## src/rtl/pf_pkg.sv

```systemverilog
// Shared types and helpers for the pulse stretcher.
package pf_pkg;

  typedef enum logic [1:0] {PST_IDLE, PST_HIGH, PST_GAP} pst_state_t;

  // Effective pulse width: a requested width of 0 still yields one clock.
  function automatic logic [31:0] leff(input logic [31:0] len);
    return (len == 32'd0) ? 32'd1 : len;
  endfunction

endpackage

```

## src/rtl/pulse_stretch_if.sv

```systemverilog
// Request/configuration inputs and status outputs of the pulse stretcher.
interface pulse_stretch_if #(
  parameter int CNT_W  = 8,
  parameter int PEND_W = 4
) ();

  logic              in;
  logic [CNT_W-1:0]  len;
  logic [CNT_W-1:0]  gap;
  logic              retrig;
  logic              q;
  logic              busy;
  logic [PEND_W-1:0] pend;
  logic              ovf;

  modport master (
    output in, len, gap, retrig,
    input  q, busy, pend, ovf
  );

  modport slave (
    input  in, len, gap, retrig,
    output q, busy, pend, ovf
  );

endinterface

```

## src/rtl/sat_updown_cnt.sv

```systemverilog
// Saturating up/down counter: simultaneous inc and dec cancel, increments
// beyond max_lim are dropped and flagged, decrements stop at zero.
module sat_updown_cnt #(
  parameter int W = 4
) (
  input  logic         clk,
  input  logic         rst,
  input  logic         inc,
  input  logic         dec,
  input  logic [W-1:0] max_lim,
  output logic [W-1:0] q,
  output logic         sat_hit
);

  logic up;
  logic dn;

  // Resolve the net direction and detect a dropped increment.
  always_comb begin
    up      = inc & ~dec;
    dn      = dec & ~inc;
    sat_hit = up & (q >= max_lim);
  end

  // Count register.
  always_ff @(posedge clk) begin
    if (rst) begin
      q <= '0;
    end else if (up && !sat_hit) begin
      q <= q + W'(1);
    end else if (dn && q != '0) begin
      q <= q - W'(1);
    end
  end

endmodule

```

## src/rtl/pulse_stretch.sv

```systemverilog
// Pulse stretcher: turns single-clock requests into len-wide pulses spaced
// by at least gap low clocks, queueing or retriggering on overlap.
module pulse_stretch
  import pf_pkg::*;
#(
  parameter int CNT_W  = 8,
  parameter int PEND_W = 4
) (
  input  logic            clk,
  input  logic            rst,
  pulse_stretch_if.slave  bus
);

  pst_state_t        state;
  pst_state_t        state_d;
  logic [CNT_W-1:0]  cnt;
  logic [CNT_W-1:0]  cnt_d;
  logic [CNT_W-1:0]  lcnt;
  logic              q_r;
  logic              q_d;
  logic              busy_r;
  logic              ovf_r;
  logic              term;
  logic              pend_nz;
  logic              pend_inc;
  logic              pend_dec;
  logic              sat_hit;
  logic [PEND_W-1:0] pend_lim;
  logic [PEND_W-1:0] pend_q;

  // Pending-request queue; in retrigger mode at most one request is held.
  assign pend_lim = bus.retrig ? PEND_W'(1) : '1;

  sat_updown_cnt #(.W(PEND_W)) u_pend (
    .clk     (clk),
    .rst     (rst),
    .inc     (pend_inc),
    .dec     (pend_dec),
    .max_lim (pend_lim),
    .q       (pend_q),
    .sat_hit (sat_hit)
  );

  // Next state, next counter value and queue controls.
  always_comb begin
    lcnt     = CNT_W'(leff(32'(bus.len)) - 32'd1);
    term     = (cnt == '0);
    pend_nz  = (pend_q != '0);
    state_d  = state;
    cnt_d    = term ? cnt : cnt - CNT_W'(1);
    q_d      = 1'b0;
    pend_inc = 1'b0;
    pend_dec = 1'b0;
    case (state)
      PST_IDLE: begin
        if (bus.in) begin
          state_d = PST_HIGH;
          cnt_d   = lcnt;
          q_d     = 1'b1;
        end
      end
      PST_HIGH: begin
        q_d = 1'b1;
        if (term) begin
          if (bus.gap != '0) begin
            state_d  = PST_GAP;
            cnt_d    = bus.gap - CNT_W'(1);
            q_d      = 1'b0;
            pend_inc = bus.in;
          end else if (pend_nz || bus.in) begin
            cnt_d    = lcnt;
            pend_dec = pend_nz & ~bus.in;
          end else begin
            state_d = PST_IDLE;
            q_d     = 1'b0;
          end
        end else if (bus.in) begin
          if (bus.retrig) begin
            cnt_d = lcnt;
          end else begin
            pend_inc = 1'b1;
          end
        end
      end
      PST_GAP: begin
        if (term) begin
          if (pend_nz || bus.in) begin
            state_d  = PST_HIGH;
            cnt_d    = lcnt;
            q_d      = 1'b1;
            pend_dec = pend_nz & ~bus.in;
          end else begin
            state_d = PST_IDLE;
          end
        end else begin
          pend_inc = bus.in;
        end
      end
      default: begin
        state_d = PST_IDLE;
        cnt_d   = '0;
      end
    endcase
  end

  // State, counter and registered outputs; ovf is sticky until reset.
  always_ff @(posedge clk) begin
    if (rst) begin
      state  <= PST_IDLE;
      cnt    <= '0;
      q_r    <= 1'b0;
      busy_r <= 1'b0;
      ovf_r  <= 1'b0;
    end else begin
      state  <= state_d;
      cnt    <= cnt_d;
      q_r    <= q_d;
      busy_r <= (state_d != PST_IDLE);
      if (sat_hit && !bus.retrig) begin
        ovf_r <= 1'b1;
      end
    end
  end

  assign bus.q    = q_r;
  assign bus.busy = busy_r;
  assign bus.pend = pend_q;
  assign bus.ovf  = ovf_r;

endmodule

```

## src/flat_wrapper.sv

```systemverilog
// flat-port wrapper written by rule: the top's interface ports become plain ports
module pulse_stretch_flat import pf_pkg::*;
#(
  parameter int CNT_W  = 8,
  parameter int PEND_W = 4
)
  (clk, rst, bus_in, bus_len, bus_gap, bus_retrig, bus_q, bus_busy, bus_pend, bus_ovf);
  pulse_stretch_if #(.CNT_W(CNT_W), .PEND_W(PEND_W)) bus_i ();
  input  logic clk;
  input  logic rst;
  input wire logic [$bits(bus_i.in)-1:0] bus_in;
  input wire logic [$bits(bus_i.len)-1:0] bus_len;
  input wire logic [$bits(bus_i.gap)-1:0] bus_gap;
  input wire logic [$bits(bus_i.retrig)-1:0] bus_retrig;
  output wire logic [$bits(bus_i.q)-1:0] bus_q;
  output wire logic [$bits(bus_i.busy)-1:0] bus_busy;
  output wire logic [$bits(bus_i.pend)-1:0] bus_pend;
  output wire logic [$bits(bus_i.ovf)-1:0] bus_ovf;
  assign bus_i.in = bus_in;
  assign bus_i.len = bus_len;
  assign bus_i.gap = bus_gap;
  assign bus_i.retrig = bus_retrig;
  assign bus_q = bus_i.q;
  assign bus_busy = bus_i.busy;
  assign bus_pend = bus_i.pend;
  assign bus_ovf = bus_i.ovf;
  pulse_stretch #(.CNT_W(CNT_W), .PEND_W(PEND_W)) u_core (.clk(clk), .rst(rst), .bus(bus_i));
endmodule
```

## config.mk

```make
export PLATFORM = sky130hd
export DESIGN_NAME = pulse_stretch_flat
export DESIGN_NICKNAME = d
export VERILOG_FILES = /design/src/rtl/pf_pkg.sv /design/src/rtl/pulse_stretch_if.sv /design/src/rtl/sat_updown_cnt.sv /design/src/rtl/pulse_stretch.sv /design/src/flat_wrapper.sv
export SDC_FILE = /design/constraint.sdc
export NUM_CORES = 1
export LEC_CHECK = 0
export BUFFER_PORTS_ARGS = -buffer_cell sky130_fd_sc_hd__buf_2
export CORE_ASPECT_RATIO = 0.8
export CORE_MARGIN = 2
export CORE_UTILIZATION = 59
export CTS_CLUSTER_DIAMETER = 150
export DETAILED_ROUTE_END_ITERATION = 10
export HOLD_SLACK_MARGIN = 0.05
export PLACE_DENSITY = 0.8
export SETUP_SLACK_MARGIN = 0.02
export SYNTH_ARGS = -nofsm -noshare
export SYNTH_HDL_FRONTEND = slang
export SYNTH_SLANG_ARGS = --single-unit
```

## constraint.sdc

```tcl
create_clock -name clk -period 3.4 [get_ports clk]
set_input_delay 0 -clock clk [delete_from_list [all_inputs] [get_ports clk]]
set_output_delay 0 -clock clk [all_outputs]
set_load 0.02 [all_outputs]
```

Yosys cells after proc, flatten, opt, wreduce, memory -nomap -nowiden
Cells that the tools add are included.
- add/sub/neg operators: 5
- order comparisons: 1
- eq/ne operators: 2
- multiplexer cells: 37
- bitwise operators: 7
- reduce and logical (&&, ||, !) cells: 13
- operator list (operator ; count):
    $mux W8 ; 9
    $pmux W8 S3 ; 1
    $sub A8 B1 Y8 const B ; 3
    $logic_not A8 Y1 ; 2
    $mux W1 ; 15
    $mux W4 ; 3
    $mux W2 ; 5
    $reduce_bool A8 Y1 ; 1
    $pmux W2 S3 ; 1
    $add A4 B1 Y4 const B ; 1
    $and A1 B1 Y1 ; 4
    $ge A4 B4 Y1 ; 1
    $pmux W1 S2 ; 2
    $reduce_bool A2 Y1 ; 2
    $reduce_bool A4 Y1 ; 1
    $sub A4 B1 Y4 const B ; 1
    $logic_and A1 B1 Y1 ; 3
    $not A1 Y1 ; 3
    $pmux W1 S3 ; 1
    $eq A2 B1 Y1 const B ; 1
    $eq A2 B2 Y1 const B ; 1
    $logic_not A1 Y1 ; 2
    $logic_not A2 Y1 ; 1
    $logic_or A1 B1 Y1 ; 1
- register bits: 17
- output and inout bits: 7
- word-level logic and storage cells: 71

Depth between registers and ports, before layout
Gate-level depths: netlist (run 1).
- depth after elaboration: 12
- depth in mapped cells: 12
- gate-level depth less buffers: 12

By module
From an unflattened synthesis (run 1), not the netlist that was laid out.
- cells, all modules: 277
- area, all modules: 2019.4 µm²
- modules (own cells, without submodules) (module ; times used ; cells each ; area each (µm²) ; sequential area each (µm²)):
    pulse_stretch ; 1 ; 229 ; 1565.3 ; 260.2
    sat_updown_cnt ; 1 ; 48 ; 454.2 ; 80.1

Least setup slack after synthesis (run 1)
Ideal clock, no wire load.
- kind: reg-to-reg
- from: reg u_core.cnt[0]
- to: reg u_core.u_pend.q[3]
- library setup time: 0.064 ns
- arrival: 2.638 ns
- required time: 3.336 ns
- path slack: 0.699 ns
- stages on the path, launching flop included: 13
- period minus slack after synthesis: 2.701 ns
- path through: dfxtp_1 > inv_1 > ha_1 > nor4b_4 > nand3_1 > o22ai_2 > nand2_1 > ha_1 > a21o_1 > a21oi_1 > nor3b_1 > mux2i_1 > nand4_1
- longest elaborated chain between the ends: 9
- elaborated cells on any way between the ends: 17
- those cells by class: 7 x mux; 5 x bitwise; 5 x reduce/logical
- ends and longest elaborated chain (element ; line ; RTL):
    start, declared ; pulse_stretch.sv:16 ; logic [CNT_W-1:0] cnt;
    start signal, assigned ; pulse_stretch.sv:116 ; cnt <= cnt_d;
    $logic_not A8 Y1 (*) ; pulse_stretch.sv:47 ; term = (cnt == '0);
    $mux W1, on equally long branches ; pulse_stretch.sv:86, pulse_stretch.sv:64 ;
    $pmux W1 S2 ; pulse_stretch.sv:54 ; case (state)
    $not A1 Y1 ; sat_updown_cnt.sv:20 ; up = inc & ~dec;
    $and A1 B1 Y1 ; sat_updown_cnt.sv:20 ;
    $and A1 B1 Y1 ; sat_updown_cnt.sv:22 ; sat_hit = up & (q >= max_lim);
    $logic_not A1 Y1 ; sat_updown_cnt.sv:29 ; end else if (up && !sat_hit) begin
    $logic_and A1 B1 Y1 ; sat_updown_cnt.sv:29 ;
    $mux W4 / $reduce_bool A2 Y1 (equally long branches) ; n/a ;
    end signal, assigned ; sat_updown_cnt.sv:30 ; q <= q + W'(1);
    end signal, assigned ; sat_updown_cnt.sv:32 ; q <= q - W'(1);
    end, declared ; sat_updown_cnt.sv:11 ; output logic [W-1:0] q,
Mark *: on every way between the ends. The rest lies on a longest branch, timed or not.
A chain may end at the register's enable or synchronous reset.

Final worst setup path (run 1)
Ends and elaborated chain as after synthesis.

==> reports/qor.csv, run 1 <==
metric;value;unit
run status;complete, no violations;
Relative slew margins;60.4;%
footprint of the flip-flops and latches;340;µm²
crit path kind;reg2reg;
number of primary I/O pins;27;
count of final setup violators;0;
leading post-synthesis cells by instance count;sky130_fd_sc_hd__nor2_1, sky130_fd_sc_hd__a21oi_1, sky130_fd_sc_hd__dfxtp_1, sky130_fd_sc_hd__nand2_1, sky130_fd_sc_hd__inv_1;
number of antenna diodes;0;
share of layout cells above drive strength 1;21.8;%
number of DRC violations after detailed routing;0;
clock tree from TritonCTS;yes;
total power draw;1.57;mW
via total after detailed routing;2205;
cell with the most instances after synthesis;sky130_fd_sc_hd__nor2_1;
Post-Synthesis Cells;263;
DRT Wirelength;5770;µm
simple logic cell fraction of the synthesized area;28.8;%
Multi-input gate area;0.00162;mm²
main combinational cell family by area after synthesis;compound AO/OA/AOI/OAI gates;
die area;0.00409;mm²
ys flop type;sky130_fd_sc_hd__dfxtp_1;
clock root buffer master;sky130_fd_sc_hd__clkbuf_8;
fraction of the mapped netlist area in adder cells;8.02;%
Sink Count;17;
via count normalized by instance count;6.74;
post-route clock period utilization;89.6;%
Arrival @ worst endpoint;3250;ps
GP Congestion;0.975;
Tmin final;3040;ps
fill cell total of the finished layout;295;
part of the Yosys area used for sequential elements;16.0;%
total clock buffers created by CTS;3;
overall die height;57.6;µm
Syn Std Cell Area;0.00212;mm²
worst hold slack after final layout;56.7;ps
pin count of the biggest net entering global routing;16;
post-CTS setup buffer count;0;
Reg clk slew, reported paths;70;ps
core area;0.00345;mm²
leakage component of the power;0.910;nW
Initial DRC Count;287;
Critical Path Source Type;flop;
count of flip-flops with a built-in enable after synthesis;0;
FMAX;0.328;GHz
count of final hold-check violations;0;
async set-reset flop share out of synthesis;0;%
number of nets in the layout;319;
RSZ-0062 raised after global routing;false;
Max H-tree Level;1;
initial antenna violation count;0;
number of maximum-capacitance violations;0;
maximum resistive drop on vdd;0.379;mV
maximum clock path buffer count;2;
via count of the first global-routing pass;1909;
number of distinct library cells after synthesis;73;
Compound-Gate Fraction of Synth Area;31.1;%
number of slew-limit violations in the final report;0;
slew at the pin with the worst max-slew slack;593;ps
CP Data Required Time;3600;ps
proportion of netlist area held by the largest area contributor;16.0;%
number of warning messages in the yosys log;0;
net count of the mapped netlist;296;
Horiz. Die Dim;71.0;µm
CTS Hold Buffers Added;0;
summed negative setup slack over all endpoints;0;ps
number of nets with antenna violations after detailed routing;0;
fraction of synthesized area in multiplexers;3.95;%
Pre-antenna DRT Iters;5;
count of port buffers added during placement;26;
area growth from synthesis to final layout;7.14;%
Starting Density;61.5;%
power per unit of standard cell area;689;mW/mm²
later-pin clock latency in the skew report;260;ps
Avg Inst Size Synth;8.06;µm²
largest fanout on the critical path;15;
global router's overall resource usage;29.1;%
XOR/XNOR Fraction of Synth Area;4.54;%
clk_skew;1.23;ps
Finished Core Util;65.9;%
GR Overflow Total;0;
Placed Instances;323;
number of storage elements in the synthesis netlist;17;
biggest area contributors in the synthesized netlist;sky130_fd_sc_hd__dfxtp_1, sky130_fd_sc_hd__ha_1, sky130_fd_sc_hd__a21oi_1, sky130_fd_sc_hd__nor2_1, sky130_fd_sc_hd__xnor2_1;
class of the worst hold path;in2reg;
cell accounting for the most synthesized area;sky130_fd_sc_hd__dfxtp_1;
category of the worst setup path capture point;flop;
count of placed standard cells in the final layout, fillers left out;327;
num rows;19;
global-route wire length before repair;9410;µm
Final HPWL DP;4470;µm
CTS resizes;0;
Routed WL per cell;17.6;µm
## metrics by stage
step	area (µm²)	setup slack [ps]
2_1_floorplan	2120	699
3_3_place_gp	2230	504
3_5_place_dp	2230	405
4_1_cts	2270	384
5_1_grt	2270	111
6_report	2270	355
## layer usage
metal / global-route usage, % / vias to the layer above / wire, µm
met5: 0 / - / 0
met4: 5.66 / 0 / 91
met3: 5.04 / 13 / 535
met2: 40.5 / 120 / 2350
met1: 46.7 / 1011 / 2790
li1: - / 1061 / -
## path summary, 6_finish.rpt
path / startpoint / slack, ps / endpoint / cells past startpoint
max reg2reg: u_core.cnt[0] / 360 / u_core.u_pend.q[3] / 12
min reg2reg: u_core.bus.ovf / 500 / u_core.bus.ovf / 2
min: rst / 60 / u_core.bus.ovf / 2
max: u_core.cnt[0] / 360 / u_core.u_pend.q[3] / 12
## cell usage in the layout (no fill, tap or decap), types with 9 or more instances in the layout
master,n
sky130_fd_sc_hd__nor2_1,19
sky130_fd_sc_hd__o21ai_0,12
sky130_fd_sc_hd__o211ai_1,9
sky130_fd_sc_hd__buf_2,26
sky130_fd_sc_hd__a21oi_1,17
sky130_fd_sc_hd__inv_1,16
sky130_fd_sc_hd__nand2_1,17
sky130_fd_sc_hd__dfxtp_1,17
sky130_fd_sc_hd__nand3_1,11
sky130_fd_sc_hd__ha_1,12
## critical path, stage by stage, from the launching register on
cell and delay (ps):
sky130_fd_sc_hd__dfxtp_1 370, sky130_fd_sc_hd__inv_1 120, sky130_fd_sc_hd__ha_1 270, sky130_fd_sc_hd__or4b_4 570
sky130_fd_sc_hd__nor2_8 250, sky130_fd_sc_hd__o22ai_2 170, sky130_fd_sc_hd__nand2_1 160, sky130_fd_sc_hd__ha_1 240
sky130_fd_sc_hd__a21o_1 190, sky130_fd_sc_hd__a21oi_1 250, sky130_fd_sc_hd__nor3b_1 210, sky130_fd_sc_hd__mux2i_1 90
sky130_fd_sc_hd__nand4_1 90
## final cells by class
| cell class | count | share of cell area [%] |
|---|---|---|
| well taps | 42 | 2.31 |
| inverters | 16 | 2.64 |
| multi-input cells | 219 | 71.4 |
| repair buffers | 29 | 6.72 |
| clock buffers | 4 | 1.98 |
| flip-flops and latches | 17 | 15.0 |
## registers in the layout (all words and copies together), names as in the netlist
signal / cells
u_core.u_pend.q: 4
u_core.bus.busy: 1
u_core.cnt: 8
u_core.bus.q: 1
u_core.state: 2
u_core.bus.ovf: 1
## logic make-up (layout without fill, tap and decap cells)
logic type               Yosys count  in the layout
AND/OR/NAND/NOR                   99             99
buffers and inverters             27             49
XOR/XNOR                          11             11
AO/OA/AOI/OAI                     88             88
multiplexers                       8              8
flip-flops                        17             17
adder cells (fa/ha/maj)           13             13
## power by group
part	internal [mW]	leakage [nW]	switching, mW
sequential	0.260	0.140	0.0912
clock	0.0835	0.0228	0.0746
combinational	0.423	0.747	0.635
total	0.766	0.910	0.800
No activity file was read; power rests on OpenSTA's default activity.
==> run 2, diff against run 1 <==
- CORE_UTILIZATION: 59 -> 60
- CTS_BUF_LIST: unset -> sky130_fd_sc_hd__clkbuf_8
- PLACE_DENSITY: 0.8 -> 0.81
==> run 2 against run 1 <==
Clock power down 3%; maximum frequency rose by 4.5%; flip-flop and latch count unchanged; routed wire length is 1.2% higher; count of clock-buffer cells in the layout is 1 lower; total power grew 0.49%; critical endpoint unchanged; sequential share of layout area unchanged; register-to-register slack gained 130 ps; largest cell class unchanged; first-iteration DRC count shrank 29%; design area unchanged; largest power group unchanged.
==> reports/qor.csv, run 2 (synthesis results as in run 1) <==
metric;value;unit;change
number of nets in the layout;319;;unchanged
via count normalized by instance count;6.77;;+0.41%
global-route wire length before repair;9630;µm;+2.3%
Arrival @ worst endpoint;3110;ps;-140 ps
registers with the most flip-flops;u_core.cnt: 8 flops, u_core.u_pend.q: 4 flops, u_core.state: 2 flops;;
GP Congestion;0.965;;-1.0%
CTS resizes;0;;unchanged
via total after detailed routing;2214;;+0.41%
Reg clk slew, reported paths;70;ps;about the same
cell depth of the worst flop-to-flop path;12;;unchanged
count of final hold-check violations;0;;unchanged
number of nets with antenna violations after detailed routing;0;;unchanged
Initial DRC Count;205;;-29%
category of the worst setup path capture point;flop;;
number of flip-flops in the largest register;8;;unchanged
num rows;19;;unchanged
clock root buffer master;sky130_fd_sc_hd__clkbuf_8;;
share of layout cells above drive strength 1;21.8;%;unchanged
number of maximum-capacitance violations;0;;unchanged
pre-CTS setup slack;544;ps;+139 ps
most common cell after layout, fill and taps aside;sky130_fd_sc_hd__buf_2;;
Sink Count;17;;unchanged
global router's overall resource usage;30.0;%;+0.88 points
die area;0.00403;mm²;-1.6%
count of final setup violators;0;;unchanged
Routed WL per cell;17.8;µm;+1.2%
number of DRC violations after detailed routing;0;;unchanged
Pre-antenna DRT Iters;5;;unchanged
CTS Hold Buffers Added;0;;unchanged
later-pin clock latency in the skew report;260;ps;about the same
cell depth of the worst hold path;2;;unchanged
area growth from synthesis to final layout;7.14;%;unchanged
Finished Core Util;66.8;%;+0.92 points
Max H-tree Level;1;;unchanged
DRT Wirelength;5840;µm;+1.2%
maximum resistive drop on vdd;0.447;mV;+18%
Final HPWL DP;4480;µm;+0.13%
overall die height;57.2;µm;-0.78%
summed negative setup slack over all endpoints;0;ps;unchanged
via count of the first global-routing pass;1937;;+1.5%
post-CTS setup buffer count;0;;unchanged
core area;0.00340;mm²;-1.4%
leakage component of the power;0.914;nW;+0.44%
total power draw;1.57;mW;+0.49%
initial antenna violation count;0;;unchanged
slew at the pin with the worst max-slew slack;582;ps;-10.3 ps
post-route setup slack;487;ps;+132 ps
number of slew-limit violations in the final report;0;;unchanged
total clock buffers created by CTS;3;;unchanged
CP Data Required Time;3600;ps;about the same
count of port buffers added during placement;26;;unchanged
class of the worst hold path;in2reg;;
Tmin final;2910;ps;-132 ps
RSZ-0062 raised after global routing;false;;
Horiz. Die Dim;70.5;µm;-0.79%
count of placed standard cells in the final layout, fillers left out;327;;unchanged
maximum clock path buffer count;2;;unchanged
number of antenna diodes;0;;unchanged
Relative slew margins;61.1;%;+0.69 points
Placed Instances;323;;unchanged
fill cell total of the finished layout;310;;+5.1%
clk_skew;7.54;ps;+6.30 ps
number of primary I/O pins;27;;unchanged
run status;complete, no violations;;
crit path kind;reg2reg;;
top register by number of flip-flops;u_core.cnt;;
GR Overflow Total;0;;unchanged
FMAX;0.343;GHz;+4.5%
setup slack of the most critical reg-to-reg path;490;ps;+130 ps
post-route clock period utilization;85.7;%;-3.9 points
pin count of the biggest net entering global routing;16;;unchanged
most frequent cells in the layout;sky130_fd_sc_hd__buf_2, sky130_fd_sc_hd__nor2_1;;
clock tree from TritonCTS;yes;;
power per unit of standard cell area;693;mW/mm²;+0.49%
largest fanout on the critical path;8;;-7
Critical Path Source Type;flop;;
Starting Density;62.4;%;+0.86 points
## run 2: cell types whose count changed in the layout (fill, tap and decap cells not counted)
cell	change
sky130_fd_sc_hd__inv_1	+1
sky130_fd_sc_hd__clkbuf_1	-1
## run 2: stage by stage
| step | cell area (µm²) | hold slack (ps) |
|---|---|---|
| after floorplan | 2120 | 241 |
| after global placement | 2230 | 321 |
| after detailed placement | 2230 | 335 |
| after CTS | 2270 | 65.8 |
| after global routing | 2270 | 115 |
| final | 2270 | 72.3 |
## run 2: layer usage
layer | GRT usage, % | share of wire, % | vias to the layer above
li1 | - | - | 1056
met1 | 46.9 | 49 | 1032
met2 | 40.2 | 40 | 114
met3 | 6.71 | 9.4 | 12
met4 | 9.34 | 2.1 | 0
met5 | 0 | 0 | -
## run 2: power breakdown
part / switching, mW / leakage [nW] / internal [mW]
clock network: 0.0736 / 0.0269 / 0.0804
logic: 0.638 / 0.747 / 0.431
registers: 0.0914 / 0.140 / 0.260
## run 2: final timing paths
| kind | from | end |
|---|---|---|
| max | u_core.cnt[0] | u_core.u_pend.q[3] |
| min | rst | u_core.bus.ovf |
| max reg2reg | u_core.cnt[0] | u_core.u_pend.q[3] |
| min reg2reg | u_core.bus.ovf | u_core.bus.ovf |
## run 2: worst max-delay path, cell delays in order, from the launching register on
cell	delay [ps]
sky130_fd_sc_hd__dfxtp_1	370
sky130_fd_sc_hd__inv_1	120
sky130_fd_sc_hd__ha_1	270
sky130_fd_sc_hd__or4b_4	570
sky130_fd_sc_hd__nor2_8	140
sky130_fd_sc_hd__o22ai_2	120
sky130_fd_sc_hd__nand2_1	160
sky130_fd_sc_hd__ha_1	240
sky130_fd_sc_hd__a21o_1	190
sky130_fd_sc_hd__a21oi_1	260
sky130_fd_sc_hd__nor3b_1	210
sky130_fd_sc_hd__mux2i_1	90
sky130_fd_sc_hd__nand4_1	90
## run 2: area by class of cell
| cell class | count | area, µm² | share of cell area (%) |
|---|---|---|---|
| Timing Repair Buffer | 29 | 153 | 6.72 |
| Clock buffer | 3 | 41.3 | 1.82 |
| Inverter | 16 | 60.1 | 2.64 |
| Sequential cell | 17 | 340 | 15.0 |
| Multi-Input combinational cell | 219 | 1620 | 71.4 |
| Tap cell | 42 | 52.6 | 2.31 |
| Clock inverter | 1 | 3.75 | 0.165 |
==> run 3, diff against run 2 <==
- GPL_TIMING_DRIVEN: unset -> 0
==> run 3 against run 2 <==
Total power grew 4.3%; cell count grew 2.8%; clock skew shrank 3.5 ps; via count grew 0.90%.
==> reports/qor.csv, run 3 (synthesis results as in run 1) <==
metric;value;unit;change
run status;complete, no violations;;
Initial DRC Count;274;;+34%
crit path kind;reg2reg;;
Routed WL per cell;17.7;µm;-0.76%
Area after DPL;0.00230;mm²;+3.2%
Arrival @ worst endpoint;3430;ps;+320 ps
number of primary I/O pins;27;;unchanged
count of final hold-check violations;0;;unchanged
number of slew-limit violations in the final report;0;;unchanged
core area;0.00340;mm²;unchanged
Critical Path Source Type;flop;;
number of antenna diodes;0;;unchanged
registers with the most flip-flops;u_core.cnt: 8 flops, u_core.u_pend.q: 4 flops, u_core.state: 2 flops;;
count of port buffers added during placement;25;;-3.8%
Met2 Wirelength;2400;µm;+3.3%
number of flip-flops in the largest register;8;;unchanged
Reg clk slew, reported paths;70;ps;about the same
global router's overall resource usage;30.7;%;+0.78 points
FMAX;0.309;GHz;-9.8%
number of nets in the layout;328;;+2.8%
Placed Instances;330;;+2.2%
Finished Core Util;69.4;%;+2.5 points
power per unit of standard cell area;696;mW/mm²;+0.51%
clock root buffer master;sky130_fd_sc_hd__clkbuf_8;;
count of final setup violators;0;;unchanged
clk_skew;4.03;ps;-3.50 ps
num rows;19;;unchanged
most frequent cells in the layout;sky130_fd_sc_hd__buf_2, sky130_fd_sc_hd__nor2_1;;
number of DRC violations after detailed routing;0;;unchanged
area growth from synthesis to final layout;11.2;%;
Sink Count;17;;unchanged
met3 routed WL;620;µm;+13%
Relative slew margins;62.5;%;+1.4 points
largest fanout on the critical path;8;;unchanged
post-route clock period utilization;95.0;%;+9.4 points
number of nets with antenna violations after detailed routing;0;;unchanged
maximum clock path buffer count;2;;unchanged
via count of the first global-routing pass;2022;;+4.4%
CP Data Required Time;3600;ps;about the same
via count normalized by instance count;6.65;;-1.8%
class of the worst hold path;in2reg;;
summed negative setup slack over all endpoints;0;ps;unchanged
top register by number of flip-flops;u_core.cnt;;
Final Instance Area;0.00236;mm²;+3.8%
share of layout cells above drive strength 1;23.5;%;+1.7 points
later-pin clock latency in the skew report;260;ps;about the same
Final HPWL DP;4620;µm;+3.2%
clock tree from TritonCTS;yes;;
Starting Density;62.4;%;unchanged
category of the worst setup path capture point;flop;;
via total after detailed routing;2234;;+0.90%
DRT Wirelength;5950;µm;+2.0%
Routed met1 length;2870;µm;+1.2%
most common cell after layout, fill and taps aside;sky130_fd_sc_hd__buf_2;;
GP Congestion;1.02;;+5.5%
leakage component of the power;0.959;nW;+4.9%
count of placed standard cells in the final layout, fillers left out;336;;+2.8%
Horiz. Die Dim;70.5;µm;unchanged
maximum resistive drop on vdd;0.443;mV;-0.96%
slew at the pin with the worst max-slew slack;561;ps;-21.1 ps
Tmin final;3230;ps;+318 ps
initial antenna violation count;0;;unchanged
number of maximum-capacitance violations;0;;unchanged
total clock buffers created by CTS;3;;unchanged
Max Used Layer;met4;;
pin count of the biggest net entering global routing;11;;-5
RSZ-0062 raised after global routing;false;;
Pre-antenna DRT Iters;5;;unchanged
overall die height;57.2;µm;unchanged
GR Overflow Total;0;;unchanged
global-route wire length before repair;9910;µm;+2.9%
Max H-tree Level;1;;unchanged
die area;0.00403;mm²;unchanged
[run 3: changes by cell type in the layout (fill, tap and decap cells not counted)]
cell / change
sky130_fd_sc_hd__buf_6: +3
sky130_fd_sc_hd__clkbuf_2: +1
sky130_fd_sc_hd__clkbuf_1: +2
sky130_fd_sc_hd__buf_2: -1
sky130_fd_sc_hd__clkdlybuf4s25_2: +1
sky130_fd_sc_hd__buf_4: +1
sky130_fd_sc_hd__clkbuf_8: +2
[run 3: power by group]
| group | internal (mW) | total [mW] | switching, mW |
|---|---|---|---|
| combinational | 0.477 | 1.13 | 0.652 |
| clock | 0.0805 | 0.158 | 0.0777 |
| sequential | 0.260 | 0.355 | 0.0952 |
[run 3: metrics by stage]
stage	power [mW]	hold slack (ps)	worst slack (ps)
CTS	1.57	187	131
floorplan	1.17	241	699
detailed placement	1.41	418	153
finish	1.64	191	168
global placement	1.40	421	245
global route	1.74	249	29.1
[run 3: critical path, cell delays in order, from the launching register on]
cell and delay (ps):
sky130_fd_sc_hd__dfxtp_1 390, sky130_fd_sc_hd__inv_1 130, sky130_fd_sc_hd__ha_1 330, sky130_fd_sc_hd__or4b_4 590, sky130_fd_sc_hd__nor2_8 210, sky130_fd_sc_hd__o22ai_2 140
sky130_fd_sc_hd__nand2_1 170, sky130_fd_sc_hd__ha_1 250, sky130_fd_sc_hd__a21o_1 200, sky130_fd_sc_hd__a21oi_1 320, sky130_fd_sc_hd__nor3b_1 230, sky130_fd_sc_hd__mux2i_1 100
sky130_fd_sc_hd__nand4_1 100
[run 3: what timing repair did]
action | CTS | global route
hold buffers | 0 | 0
hold endpoints to repair | 0 | 0
resized for setup | 0 | 0
endpoints found under the setup margin | 0 | 1
buffers inserted | 0 | 2
[run 3: path summary, 6_finish.rpt]
kind,start,endpoint,slack (ps),cells after the start
worst max-delay path,u_core.cnt[0],u_core.u_pend.q[3],170,12
worst max register to register,u_core.cnt[0],u_core.u_pend.q[3],170,12
worst min register to register,u_core.bus.ovf,u_core.bus.ovf,490,2
worst min-delay path,bus_gap[6],u_core.cnt[6],190,4
[run 3: cell type report]
class | instances | area [µm²]
inverters | 16 | 60.1
flip-flops and latches | 17 | 340
plain buffers | 11 | 98.8
clock inverters | 1 | 3.75
fillers | 307 | 1040
clock buffers | 3 | 41.3
well taps | 42 | 52.6
multi-input cells | 219 | 1620
repair buffers | 27 | 140
[run 3: metal layers]
metal / GRT usage (%) / up-vias
li1: - / 1075
met1: 46.8 / 1023
met2: 43.9 / 126
met3: 9.01 / 10
met4: 3.85 / 0
met5: 0 / -
